==> config.mk <==
export PLATFORM = sky130hd
export DESIGN_NAME = udp_tx_framer_flat
export DESIGN_NICKNAME = d
export VERILOG_FILES = /design/src/rtl/udp_tx_framer_if.sv /design/src/rtl/udp_tx_framer.sv /design/src/flat_wrapper.sv
export SDC_FILE = /design/constraint.sdc
export NUM_CORES = 1
export LEC_CHECK = 0
export CORE_MARGIN = 10
export CORE_UTILIZATION = 45
export CTS_CLUSTER_DIAMETER = 150
export DETAILED_ROUTE_END_ITERATION = 12
export PLACE_DENSITY_LB_ADDON = 0.25
export SLEW_MARGIN = 20
export SYNTH_ARGS = -nofsm -noshare
export SYNTH_HDL_FRONTEND = slang
export SYNTH_SLANG_ARGS = --single-unit
export TNS_END_PERCENT = 10
==> constraint.sdc <==
create_clock -name clk -period 6.9 [get_ports clk]
set_clock_uncertainty 0.1 [all_clocks]
set_input_delay 2.07 -clock clk [delete_from_list [all_inputs] [get_ports clk]]
set_output_delay 2.07 -clock clk [all_outputs]
set_load 0.005 [all_outputs]
==> src/rtl/udp_tx_framer_if.sv <==
// Byte-stream handshake bundle shared by the payload input and the frame output
// of udp_tx_framer.
//   data  : 8-bit byte
//   valid : byte valid (driven by master)
//   last  : final byte of a packet/frame (driven by master)
//   ready : sink accepts the byte (driven by slave)
// A byte transfers on a clock edge where valid && ready.
interface udp_tx_framer_if;
    logic [7:0] data;
    logic       valid;
    logic       last;
    logic       ready;

    modport master (output data, output valid, output last, input ready);
    modport slave  (input data, input valid, input last, output ready);
endinterface

==> src/rtl/udp_tx_framer.sv <==
// udp_tx_framer
// Builds an Ethernet/IPv4/UDP frame as a byte stream for the MAC transmitter.
// A send request carries the payload length.
// The framer then spends ten cycles summing the IPv4 header words to get the header checksum.
// It then emits 42 header bytes, passes the payload through, and zero-pads up to the 60-byte minimum frame.
// The MAC appends the FCS.
//
// Ports
//   clk, rst_n                 clock, asynchronous active-low reset
//   src_mac, dst_mac    [47:0] Ethernet addresses (sampled on request accept)
//   src_ip, dst_ip      [31:0] IPv4 addresses (sampled on request accept)
//   src_port, dst_port  [15:0] UDP ports (sampled on request accept)
//   req_valid, req_len, req_ready  send request (len in bytes, 0..MAX_PAYLOAD)
//   s   (slave)   payload byte stream in
//   m   (master)  frame byte stream out; m.last marks the final frame byte
//   len_err  one-cycle pulse: payload s.last disagrees with req_len
//   req_err  one-cycle pulse: req_len above MAX_PAYLOAD, request dropped
module udp_tx_framer #(
    parameter int unsigned MAX_PAYLOAD = 1472,
    parameter logic [7:0]  TTL         = 8'd64
) (
    input  logic                   clk,
    input  logic                   rst_n,
    input  logic [47:0]            src_mac,
    input  logic [47:0]            dst_mac,
    input  logic [31:0]            src_ip,
    input  logic [31:0]            dst_ip,
    input  logic [15:0]            src_port,
    input  logic [15:0]            dst_port,
    input  logic                   req_valid,
    input  logic [10:0]            req_len,
    output logic                   req_ready,
    udp_tx_framer_if.slave         s,
    udp_tx_framer_if.master        m,
    output logic                   len_err,
    output logic                   req_err
);

    localparam logic [11:0] MAX_LEN  = 12'(MAX_PAYLOAD);
    localparam logic [10:0] HDR_LAST = 11'd41;
    localparam logic [10:0] CSUM_LAST = 11'd9;

    typedef enum logic [2:0] {
        IDLE    = 3'd0,
        CSUM    = 3'd1,
        HDR     = 3'd2,
        PAYLOAD = 3'd3,
        PAD     = 3'd4
    } state_t;

    state_t      state, state_nxt;
    logic [10:0] cnt, cnt_nxt;
    logic [15:0] ip_id;

    // Request snapshot
    logic [47:0] src_mac_q, dst_mac_q;
    logic [31:0] src_ip_q, dst_ip_q;
    logic [15:0] src_port_q, dst_port_q;
    logic [10:0] len_q;

    logic [19:0] acc;
    logic [15:0] ip_csum;

    logic        accept;
    logic        req_err_set;
    logic        frame_done;
    logic        pay_xfer;
    logic        len_err_set;

    logic [15:0] ip_total;
    logic [15:0] udp_len;
    logic [10:0] len_last;
    logic [10:0] pad_last;
    logic        len_small;
    logic [15:0] csum_w;
    logic [7:0]  hdr_byte;

    // Fold the carry nibble back into the low word twice, then take the ones' complement.
    // Ten 16-bit words cannot exceed 20 bits.
    // After the first fold, at most one carry remains.
    function automatic logic [15:0] csum_fold(input logic [19:0] sum);
        logic [16:0] f1;
        logic [15:0] f2;
        f1 = {1'b0, sum[15:0]} + {13'b0, sum[19:16]};
        f2 = f1[15:0] + {15'b0, f1[16]};
        return ~f2;
    endfunction

    assign ip_total  = 16'd28 + {5'b0, len_q};
    assign udp_len   = 16'd8 + {5'b0, len_q};
    assign len_last  = len_q - 11'd1;
    assign len_small = (len_q < 11'd18);
    // Only meaningful when len_small; pad byte count is 18 - len.
    assign pad_last  = 11'd17 - len_q;

    // IPv4 header words in transmit order, checksum word taken as zero.
    always_comb begin
        csum_w = 16'h0000;
        case (cnt[3:0])
            4'd0: csum_w = 16'h4500;
            4'd1: csum_w = ip_total;
            4'd2: csum_w = ip_id;
            4'd3: csum_w = 16'h4000;
            4'd4: csum_w = {TTL, 8'h11};
            4'd5: csum_w = 16'h0000;
            4'd6: csum_w = src_ip_q[31:16];
            4'd7: csum_w = src_ip_q[15:0];
            4'd8: csum_w = dst_ip_q[31:16];
            4'd9: csum_w = dst_ip_q[15:0];
            default: csum_w = 16'h0000;
        endcase
    end

    // Header byte for the current header index; all fields big-endian.
    always_comb begin
        hdr_byte = 8'h00;
        case (cnt[5:0])
            6'd0:  hdr_byte = dst_mac_q[47:40];
            6'd1:  hdr_byte = dst_mac_q[39:32];
            6'd2:  hdr_byte = dst_mac_q[31:24];
            6'd3:  hdr_byte = dst_mac_q[23:16];
            6'd4:  hdr_byte = dst_mac_q[15:8];
            6'd5:  hdr_byte = dst_mac_q[7:0];
            6'd6:  hdr_byte = src_mac_q[47:40];
            6'd7:  hdr_byte = src_mac_q[39:32];
            6'd8:  hdr_byte = src_mac_q[31:24];
            6'd9:  hdr_byte = src_mac_q[23:16];
            6'd10: hdr_byte = src_mac_q[15:8];
            6'd11: hdr_byte = src_mac_q[7:0];
            6'd12: hdr_byte = 8'h08;
            6'd13: hdr_byte = 8'h00;
            6'd14: hdr_byte = 8'h45;
            6'd15: hdr_byte = 8'h00;
            6'd16: hdr_byte = ip_total[15:8];
            6'd17: hdr_byte = ip_total[7:0];
            6'd18: hdr_byte = ip_id[15:8];
            6'd19: hdr_byte = ip_id[7:0];
            6'd20: hdr_byte = 8'h40;
            6'd21: hdr_byte = 8'h00;
            6'd22: hdr_byte = TTL;
            6'd23: hdr_byte = 8'h11;
            6'd24: hdr_byte = ip_csum[15:8];
            6'd25: hdr_byte = ip_csum[7:0];
            6'd26: hdr_byte = src_ip_q[31:24];
            6'd27: hdr_byte = src_ip_q[23:16];
            6'd28: hdr_byte = src_ip_q[15:8];
            6'd29: hdr_byte = src_ip_q[7:0];
            6'd30: hdr_byte = dst_ip_q[31:24];
            6'd31: hdr_byte = dst_ip_q[23:16];
            6'd32: hdr_byte = dst_ip_q[15:8];
            6'd33: hdr_byte = dst_ip_q[7:0];
            6'd34: hdr_byte = src_port_q[15:8];
            6'd35: hdr_byte = src_port_q[7:0];
            6'd36: hdr_byte = dst_port_q[15:8];
            6'd37: hdr_byte = dst_port_q[7:0];
            6'd38: hdr_byte = udp_len[15:8];
            6'd39: hdr_byte = udp_len[7:0];
            default: hdr_byte = 8'h00;
        endcase
    end

    // Next-state and stream outputs
    always_comb begin
        state_nxt   = state;
        cnt_nxt     = cnt;
        req_ready   = 1'b0;
        s.ready     = 1'b0;
        m.valid     = 1'b0;
        m.last      = 1'b0;
        m.data      = 8'h00;
        accept      = 1'b0;
        req_err_set = 1'b0;
        frame_done  = 1'b0;
        pay_xfer    = 1'b0;
        case (state)
            IDLE: begin
                req_ready = 1'b1;
                if (req_valid) begin
                    if ({1'b0, req_len} > MAX_LEN) begin
                        req_err_set = 1'b1;
                    end else begin
                        accept    = 1'b1;
                        state_nxt = CSUM;
                        cnt_nxt   = 11'd0;
                    end
                end
            end
            CSUM: begin
                if (cnt == CSUM_LAST) begin
                    state_nxt = HDR;
                    cnt_nxt   = 11'd0;
                end else begin
                    cnt_nxt = cnt + 11'd1;
                end
            end
            HDR: begin
                m.valid = 1'b1;
                m.data  = hdr_byte;
                if (m.ready) begin
                    if (cnt == HDR_LAST) begin
                        cnt_nxt   = 11'd0;
                        state_nxt = (len_q == 11'd0) ? PAD : PAYLOAD;
                    end else begin
                        cnt_nxt = cnt + 11'd1;
                    end
                end
            end
            PAYLOAD: begin
                // Straight pass-through; the source sees the sink's ready directly.
                m.data  = s.data;
                m.valid = s.valid;
                s.ready = m.ready;
                m.last  = (cnt == len_last) && !len_small;
                if (s.valid && m.ready) begin
                    pay_xfer = 1'b1;
                    if (cnt == len_last) begin
                        cnt_nxt    = 11'd0;
                        state_nxt  = len_small ? PAD : IDLE;
                        frame_done = !len_small;
                    end else begin
                        cnt_nxt = cnt + 11'd1;
                    end
                end
            end
            PAD: begin
                m.valid = 1'b1;
                m.last  = (cnt == pad_last);
                if (m.ready) begin
                    if (cnt == pad_last) begin
                        cnt_nxt    = 11'd0;
                        state_nxt  = IDLE;
                        frame_done = 1'b1;
                    end else begin
                        cnt_nxt = cnt + 11'd1;
                    end
                end
            end
            default: begin
                state_nxt = IDLE;
                cnt_nxt   = 11'd0;
            end
        endcase
    end

    // A length error is raised per payload byte.
    // It fires when s.last is set on a byte other than the final counted one,
    // or when s.last is clear on the final counted byte.
    assign len_err_set = pay_xfer && (s.last != (cnt == len_last));

    // Control state
    always_ff @(posedge clk or negedge rst_n) begin
        if (!rst_n) begin
            state   <= IDLE;
            cnt     <= 11'd0;
            ip_id   <= 16'h0000;
            len_err <= 1'b0;
            req_err <= 1'b0;
        end else begin
            state   <= state_nxt;
            cnt     <= cnt_nxt;
            len_err <= len_err_set;
            req_err <= req_err_set;
            if (frame_done) begin
                ip_id <= ip_id + 16'd1;
            end
        end
    end

    // Request snapshot and checksum datapath
    always_ff @(posedge clk) begin
        if (accept) begin
            src_mac_q  <= src_mac;
            dst_mac_q  <= dst_mac;
            src_ip_q   <= src_ip;
            dst_ip_q   <= dst_ip;
            src_port_q <= src_port;
            dst_port_q <= dst_port;
            len_q      <= req_len;
            acc        <= 20'd0;
        end else if (state == CSUM) begin
            acc <= acc + {4'b0, csum_w};
            if (cnt == CSUM_LAST) begin
                ip_csum <= csum_fold(acc + {4'b0, csum_w});
            end
        end
    end

endmodule

==> src/flat_wrapper.sv <==
// flat-port wrapper written by rule: the top's interface ports become plain ports
module udp_tx_framer_flat 
#(
    parameter int unsigned MAX_PAYLOAD = 1472,
    parameter logic [7:0]  TTL         = 8'd64
)
  (clk, rst_n, src_mac, dst_mac, src_ip, dst_ip, src_port, dst_port, req_valid, req_len, req_ready, len_err, req_err, s_data, s_valid, s_last, s_ready, m_data, m_valid, m_last, m_ready);
  udp_tx_framer_if s_i ();
  udp_tx_framer_if m_i ();
  input  logic clk;
  input  logic rst_n;
  input  logic [47:0] src_mac;
  input  logic [47:0] dst_mac;
  input  logic [31:0] src_ip;
  input  logic [31:0] dst_ip;
  input  logic [15:0] src_port;
  input  logic [15:0] dst_port;
  input  logic req_valid;
  input  logic [10:0] req_len;
  output logic req_ready;
  output logic len_err;
  output logic req_err;
  input wire logic [$bits(s_i.data)-1:0] s_data;
  input wire logic [$bits(s_i.valid)-1:0] s_valid;
  input wire logic [$bits(s_i.last)-1:0] s_last;
  output wire logic [$bits(s_i.ready)-1:0] s_ready;
  output wire logic [$bits(m_i.data)-1:0] m_data;
  output wire logic [$bits(m_i.valid)-1:0] m_valid;
  output wire logic [$bits(m_i.last)-1:0] m_last;
  input wire logic [$bits(m_i.ready)-1:0] m_ready;
  assign s_i.data = s_data;
  assign s_i.valid = s_valid;
  assign s_i.last = s_last;
  assign s_ready = s_i.ready;
  assign m_data = m_i.data;
  assign m_valid = m_i.valid;
  assign m_last = m_i.last;
  assign m_i.ready = m_ready;
  udp_tx_framer #(.MAX_PAYLOAD(MAX_PAYLOAD), .TTL(TTL)) u_core (.clk(clk), .rst_n(rst_n), .src_mac(src_mac), .dst_mac(dst_mac), .src_ip(src_ip), .dst_ip(dst_ip), .src_port(src_port), .dst_port(dst_port), .req_valid(req_valid), .req_len(req_len), .req_ready(req_ready), .s(s_i), .m(m_i), .len_err(len_err), .req_err(req_err));
endmodule
Word-level counts from Yosys, hierarchy flattened
Index checks and enable logic that the tools add are counted.
W data, S select, Z words.
- reduce and logical (&&, ||, !) cells: 13
- bitwise gates (word level): 2
- add/sub/neg operators: 9
- mux-type cells: 42
- $lt $le $gt $ge: 2
- equal/unequal tests: 62
- operator list (cell ; number):
    $pmux W8 S36 ; 1
    $pmux W16 S9 ; 1
    $mux W11 ; 9
    $eq A6 B5 Y1 const B ; 15
    $pmux W11 S5 ; 1
    $eq A6 B6 Y1 const B ; 8
    $eq A6 B4 Y1 const B ; 6
    $mux W3 ; 11
    $eq A6 B3 Y1 const B ; 4
    $eq A11 B11 Y1 ; 2
    $add A20 B16 Y20 ; 1
    $add A16 B4 Y17 ; 1
    $add A16 B1 Y16 ; 1
    $add A16 B1 Y16 const B ; 1
    $not A16 Y16 ; 1
    $pmux W8 S2 ; 1
    $pmux W3 S5 ; 1
    $mux W1 ; 14
    $add A4 B11 Y12 const A ; 1
    $add A5 B11 Y12 const A ; 1
    $eq A4 B3 Y1 const B ; 3
    $eq A6 B2 Y1 const B ; 2
    $add A11 B1 Y11 const B ; 1
    $eq A11 B4 Y1 const B ; 1
    other kinds (27) ; 42
- output and inout bits: 14
- register bits after elaboration: 271
- word-level logic and storage cells: 144

Depth between registers and ports, before layout
- depth in word-level cells: 6
- depth in mapped cells: 34

Worst setup path after synthesis
Ideal clock, no wire load.
- path type: in2reg
- start: input port req_len[0]
- end: register u_core.dst_ip_q[0] (enable)
- buffers on the path: 1
- data arrival time: 8.532 ns
- required time: 6.154 ns
- path slack: -2.378 ns
- setup time: 0.646 ns
- stages on the path: 5
- cells stage by stage: nor4_1 > a21oi_1 > o21ai_0 > nor2b_1 > clkbuf_1
- longest elaborated chain between the ends: 4
- ends and longest elaborated chain (what ; RTL line ; RTL):
    start, declared ; flat_wrapper.sv:19 ; input logic [10:0] req_len;
    $gt A11 B11 Y1 ; udp_tx_framer.sv:179 ; if ({1'b0, req_len} > MAX_LEN) begin
    $mux W1 ; udp_tx_framer.sv:179 ;
    $mux W1 ; udp_tx_framer.sv:178 ; if (req_valid) begin
    $mux W1 ; udp_tx_framer.sv:175 ; case (state)
    net u_core.accept ; udp_tx_framer.sv:64 ; logic accept;
    end signal, assigned ; udp_tx_framer.sv:275 ; dst_ip_q <= dst_ip;
    end, declared ; udp_tx_framer.sv:57 ; logic [31:0] src_ip_q, dst_ip_q;
The timed path passes the listed nets, and every way through them passes these cells.
A chain may end at the register's enable or synchronous reset.

Worst setup path after layout
- start: register u_core.cnt[3]
- end: register u_core.ip_csum[15], data pin
- longest elaborated chain between the ends: 6
- ends and longest elaborated chain (what ; RTL line ; RTL):
    start, declared ; udp_tx_framer.sv:52 ; logic [10:0] cnt, cnt_nxt;
    start signal, assigned ; udp_tx_framer.sv:260 ; cnt <= cnt_nxt;
    $eq A4 B4 Y1 (tied with other cells) ; udp_tx_framer.sv:99 ; case (cnt[3:0])
    $pmux W16 S9 (*) ; udp_tx_framer.sv:99 ;
    $add A20 B16 Y20 (*) ; udp_tx_framer.sv:283 ; ip_csum <= csum_fold(acc + {4'b0, csum_w});
    $add A16 B4 Y17 (*) ; udp_tx_framer.sv:84 ; f1 = {1'b0, sum[15:0]} + {13'b0, sum[19:16]};
    $add A16 B1 Y16 (*) ; udp_tx_framer.sv:85 ; f2 = f1[15:0] + {15'b0, f1[16]};
    $not A16 Y16 (*) ; udp_tx_framer.sv:86 ; return ~f2;
    end signal, assigned ; udp_tx_framer.sv:283 ;
    end, declared ; udp_tx_framer.sv:62 ; logic [15:0] ip_csum;
Mark *: on every way between the ends. The rest lies on a longest branch, timed or not.

==> results_dict.tcl <==
set metrics [dict create \
    required_ps 7140 \
    finalWirelength_um 55600 \
    grt_use_met1_pct 35.9 \
    synth_top_area_share_pct 47.1 \
    rr_startpoint "u_core.cnt[3]$_DFFE_PN0P_" \
    stdcell_area_um2 18600 \
    path_common_cell "ha_2" \
    busiest_layer "met2" \
    p_per_area_nw_per_um2 359 \
    cts_sinks 271 \
    crit_fanout 18 \
    status "finished, final reports clean" \
    track_usage_pct 27.8 \
    reg2reg_slack_ps 300 \
    start_util_pct 45.7 \
    via_count 12200 \
    avgSynthCellArea_um2 11.3 \
    ys.flop_type "edfxtp_1" \
    worstSetupStartpoint "u_core.cnt[3]$_DFFE_PN0P_" \
    antenna_found_initial 1 \
    p_leak_nw 6.68 \
    cts_hold_buf 0 \
    slowest_stage "or4b_4" \
    max_freq_ghz 0.152 \
    hold_slack_ps 361 \
    grt_use_met3_pct 5.22 \
    grt_max_degree 105 \
    timing.final.crit_share_pct 95.6 \
    synth-seq-area-share_pct 55.7 \
    synth_fp_nets 1490 \
    ys_async_sr_fraction_pct 11.8 \
    syn_to_final_growth_pct 32.9 \
    port_buffers 230 \
    drtAntennaViolNets 0 \
    synthCells 1235 \
    final-hold-violation-count 0 \
    hpwl_um 43700 \
    critical_path_arrival_ps 6840 \
    wl_per_cell_um 28.1 \
    ys_warn_count 0 \
    cts_buffers 28 \
    grt_pass1_vias 12100 \
    end_kind "flop" \
    worstReg2RegEnd "u_core.ip_csum[15]$_DFFE_PP_" \
    dieArea_um2 38500 \
    vias_per_cell 6.16 \
    clk_latency_ps 590 \
    cts_buffer_depth 3 \
    place_congestion 0.994 \
    fin_cells 1981 \
    yosysTopAreaCell "edfxtp_1" \
    vdd_drop_max_mv 0.279 \
    finalSetupViolCount 0 \
    grt_pass1_wl_um 80800 \
    hold_path_end "u_core.acc[14]$_SDFFE_PP0P_" \
    dp_cells 1923 \
    tightestPinTransition_ps 1070 \
    worstRegToRegCells 29 \
    clk_pin_slew_worst_paths_ps 70 \
    synth_common_cells "219 x edfxtp_1, 106 x nand2_1, 80 x a22oi_1" \
    synth_edf_count 219 \
    netlist_area_um2 14000 \
    yosysMostFrequentCell "edfxtp_1" \
    drive_gt1_share_pct 13.9 \
    min_period_ps 6600 \
    start_kind "flop" \
    die_h_um 196 \
    die_w_um 196 \
    rsz0062_at_grt "yes" \
    drv_cap 0 \
    crit_type "flop to flop" \
    io-pin-count 231 \
    drv_slew 0 \
    slowest_delay_ps 550 \
    core_area_um2 30600 \
    ys_types 77 \
    use_met2_pct 46.4 \
    route.detailed.drc 0 \
    slew_headroom_pct 28.4 \
    grt_overflow 0 \
    std_cell_rows 64 \
    min_from "u_core.acc[14]$_SDFFE_PP0P_" \
    cts_tree "built" \
    cts_root_buf "clkbuf_16" \
    first_pass_iters 7 \
    synth_seq_cells 271 \
    fin_nets 1817 \
    htree_levels 1 \
    dpl-instance-area_um2 17500 \
    hold_class "flop to flop" \
    whs_path_depth 2 \
    drt_iter0_drc 1697 \
    synthTopCellsByArea "edfxtp_1 47%, dfrtp_1 5.7%, a22oi_1 4.3%" \
]
==> cells in the final DEF (no fill, tap or decap), drive strengths merged, types with 6 or more instances in the layout <==
master           n
a2111oi          6
a21o             6
a21oi           65
a221oi          25
a222oi          13
a22o            21
a22oi           80
a31oi            7
and2            14
and3            19
buf            131
clkbuf          32
clkdlybuf4s50  230
clkinv          16
dfrtp           32
dfxtp           20
edfxtp         219
ha              36
inv             31
nand2          106
nand2b           7
nand3           45
nand4           38
nor2            72
nor2b           14
nor3            25
nor4            13
o211ai          10
o21ai           52
o21bai           7
o31ai            8
or3              7
xnor2           65
xor2            36
==> worst max-delay path: cells and delay by family (launching register included) <==
kind                       cells  cell delay [ps]
AOI/OAI and AO/OA             11             2070
and+or+nand+nor                9             1950
adders and majority gates      5             1350
DFF                            1              400
buffers and inverters          2              260
xor gates and xnor gates       2              220
==> stage by stage <==
step / util (%) / total power, W / setup slack [ps] / TNS [ps]
floorplan: - / 0.00377 / -495 / -2100
global placement: 57.3 / 0.00508 / 136 / 0
detailed placement: 57.3 / 0.00508 / -64.4 / -81.4
CTS: 60.1 / 0.00653 / 23.1 / 0
global route: 60.7 / 0.00698 / -39.2 / -44.4
finish: 60.7 / 0.00667 / 300 / 0
==> timing repair <==
item                                    4_1_cts  5_1_grt
buffers inserted                              0        5
endpoints found under the setup margin        2       10
gates resized for setup                       2       36
pin swaps                                     1       19
==> layout make-up <==
cell class                 instances  area, µm²
timing repair buffer             361       3330
tap                              396        495
sequential                       271       7780
multi-input combinational        871       5970
fill                            2493      12000
inverter                          29        109
clock buffer                      32        716
clock inverter                    20        156
antenna                            1       2.50
==> power breakdown <==
part,total (W),internal [W],switching [W]
Sequential,0.00201,0.00192,0.0000939
Combinational,0.00320,0.00132,0.00188
Clock,0.00145,0.000788,0.000664
==> metal layers <==
metal,up-vias,wire [µm]
met5,-,0
met1,5965,21900
met3,129,4990
met2,672,27000
met4,0,1790
li1,5444,-
==> worst max path at each step <==
stage,endpoint,slack [ps],cells after the start
finish,u_core.ip_csum[15]$_DFFE_PP_,300,29
global route,u_core.ip_csum[15]$_DFFE_PP_,-40,33
CTS,u_core.ip_csum[15]$_DFFE_PP_,20,29
detailed placement,u_core.ip_csum[12]$_DFFE_PP_,-60,29
global placement,u_core.ip_csum[15]$_DFFE_PP_,140,29
floorplan,u_core.ip_csum[13]$_DFFE_PP_,-490,33
==> cell families after synthesis <==
kind of cell | Yosys count | synth area share [%]
compound gates | 344 | 17.7
xor+xnor | 101 | 6.44
fa+ha+maj | 38 | 3.51
buf+inv | 93 | 2.62
flops | 271 | 55.7
mux | 4 | 0.296
simple gates | 384 | 13.8
==> state kept, by name, indices dropped and copies added (netlist names), 16 cells and up <==
signal	flops
u_core.acc	20
u_core.dst_ip_q	32
u_core.dst_mac_q	48
u_core.dst_port_q	16
u_core.ip_csum	16
u_core.ip_id	16
u_core.src_ip_q	32
u_core.src_mac_q	48
u_core.src_port_q	16
Power figures use the tool's default switching activity.
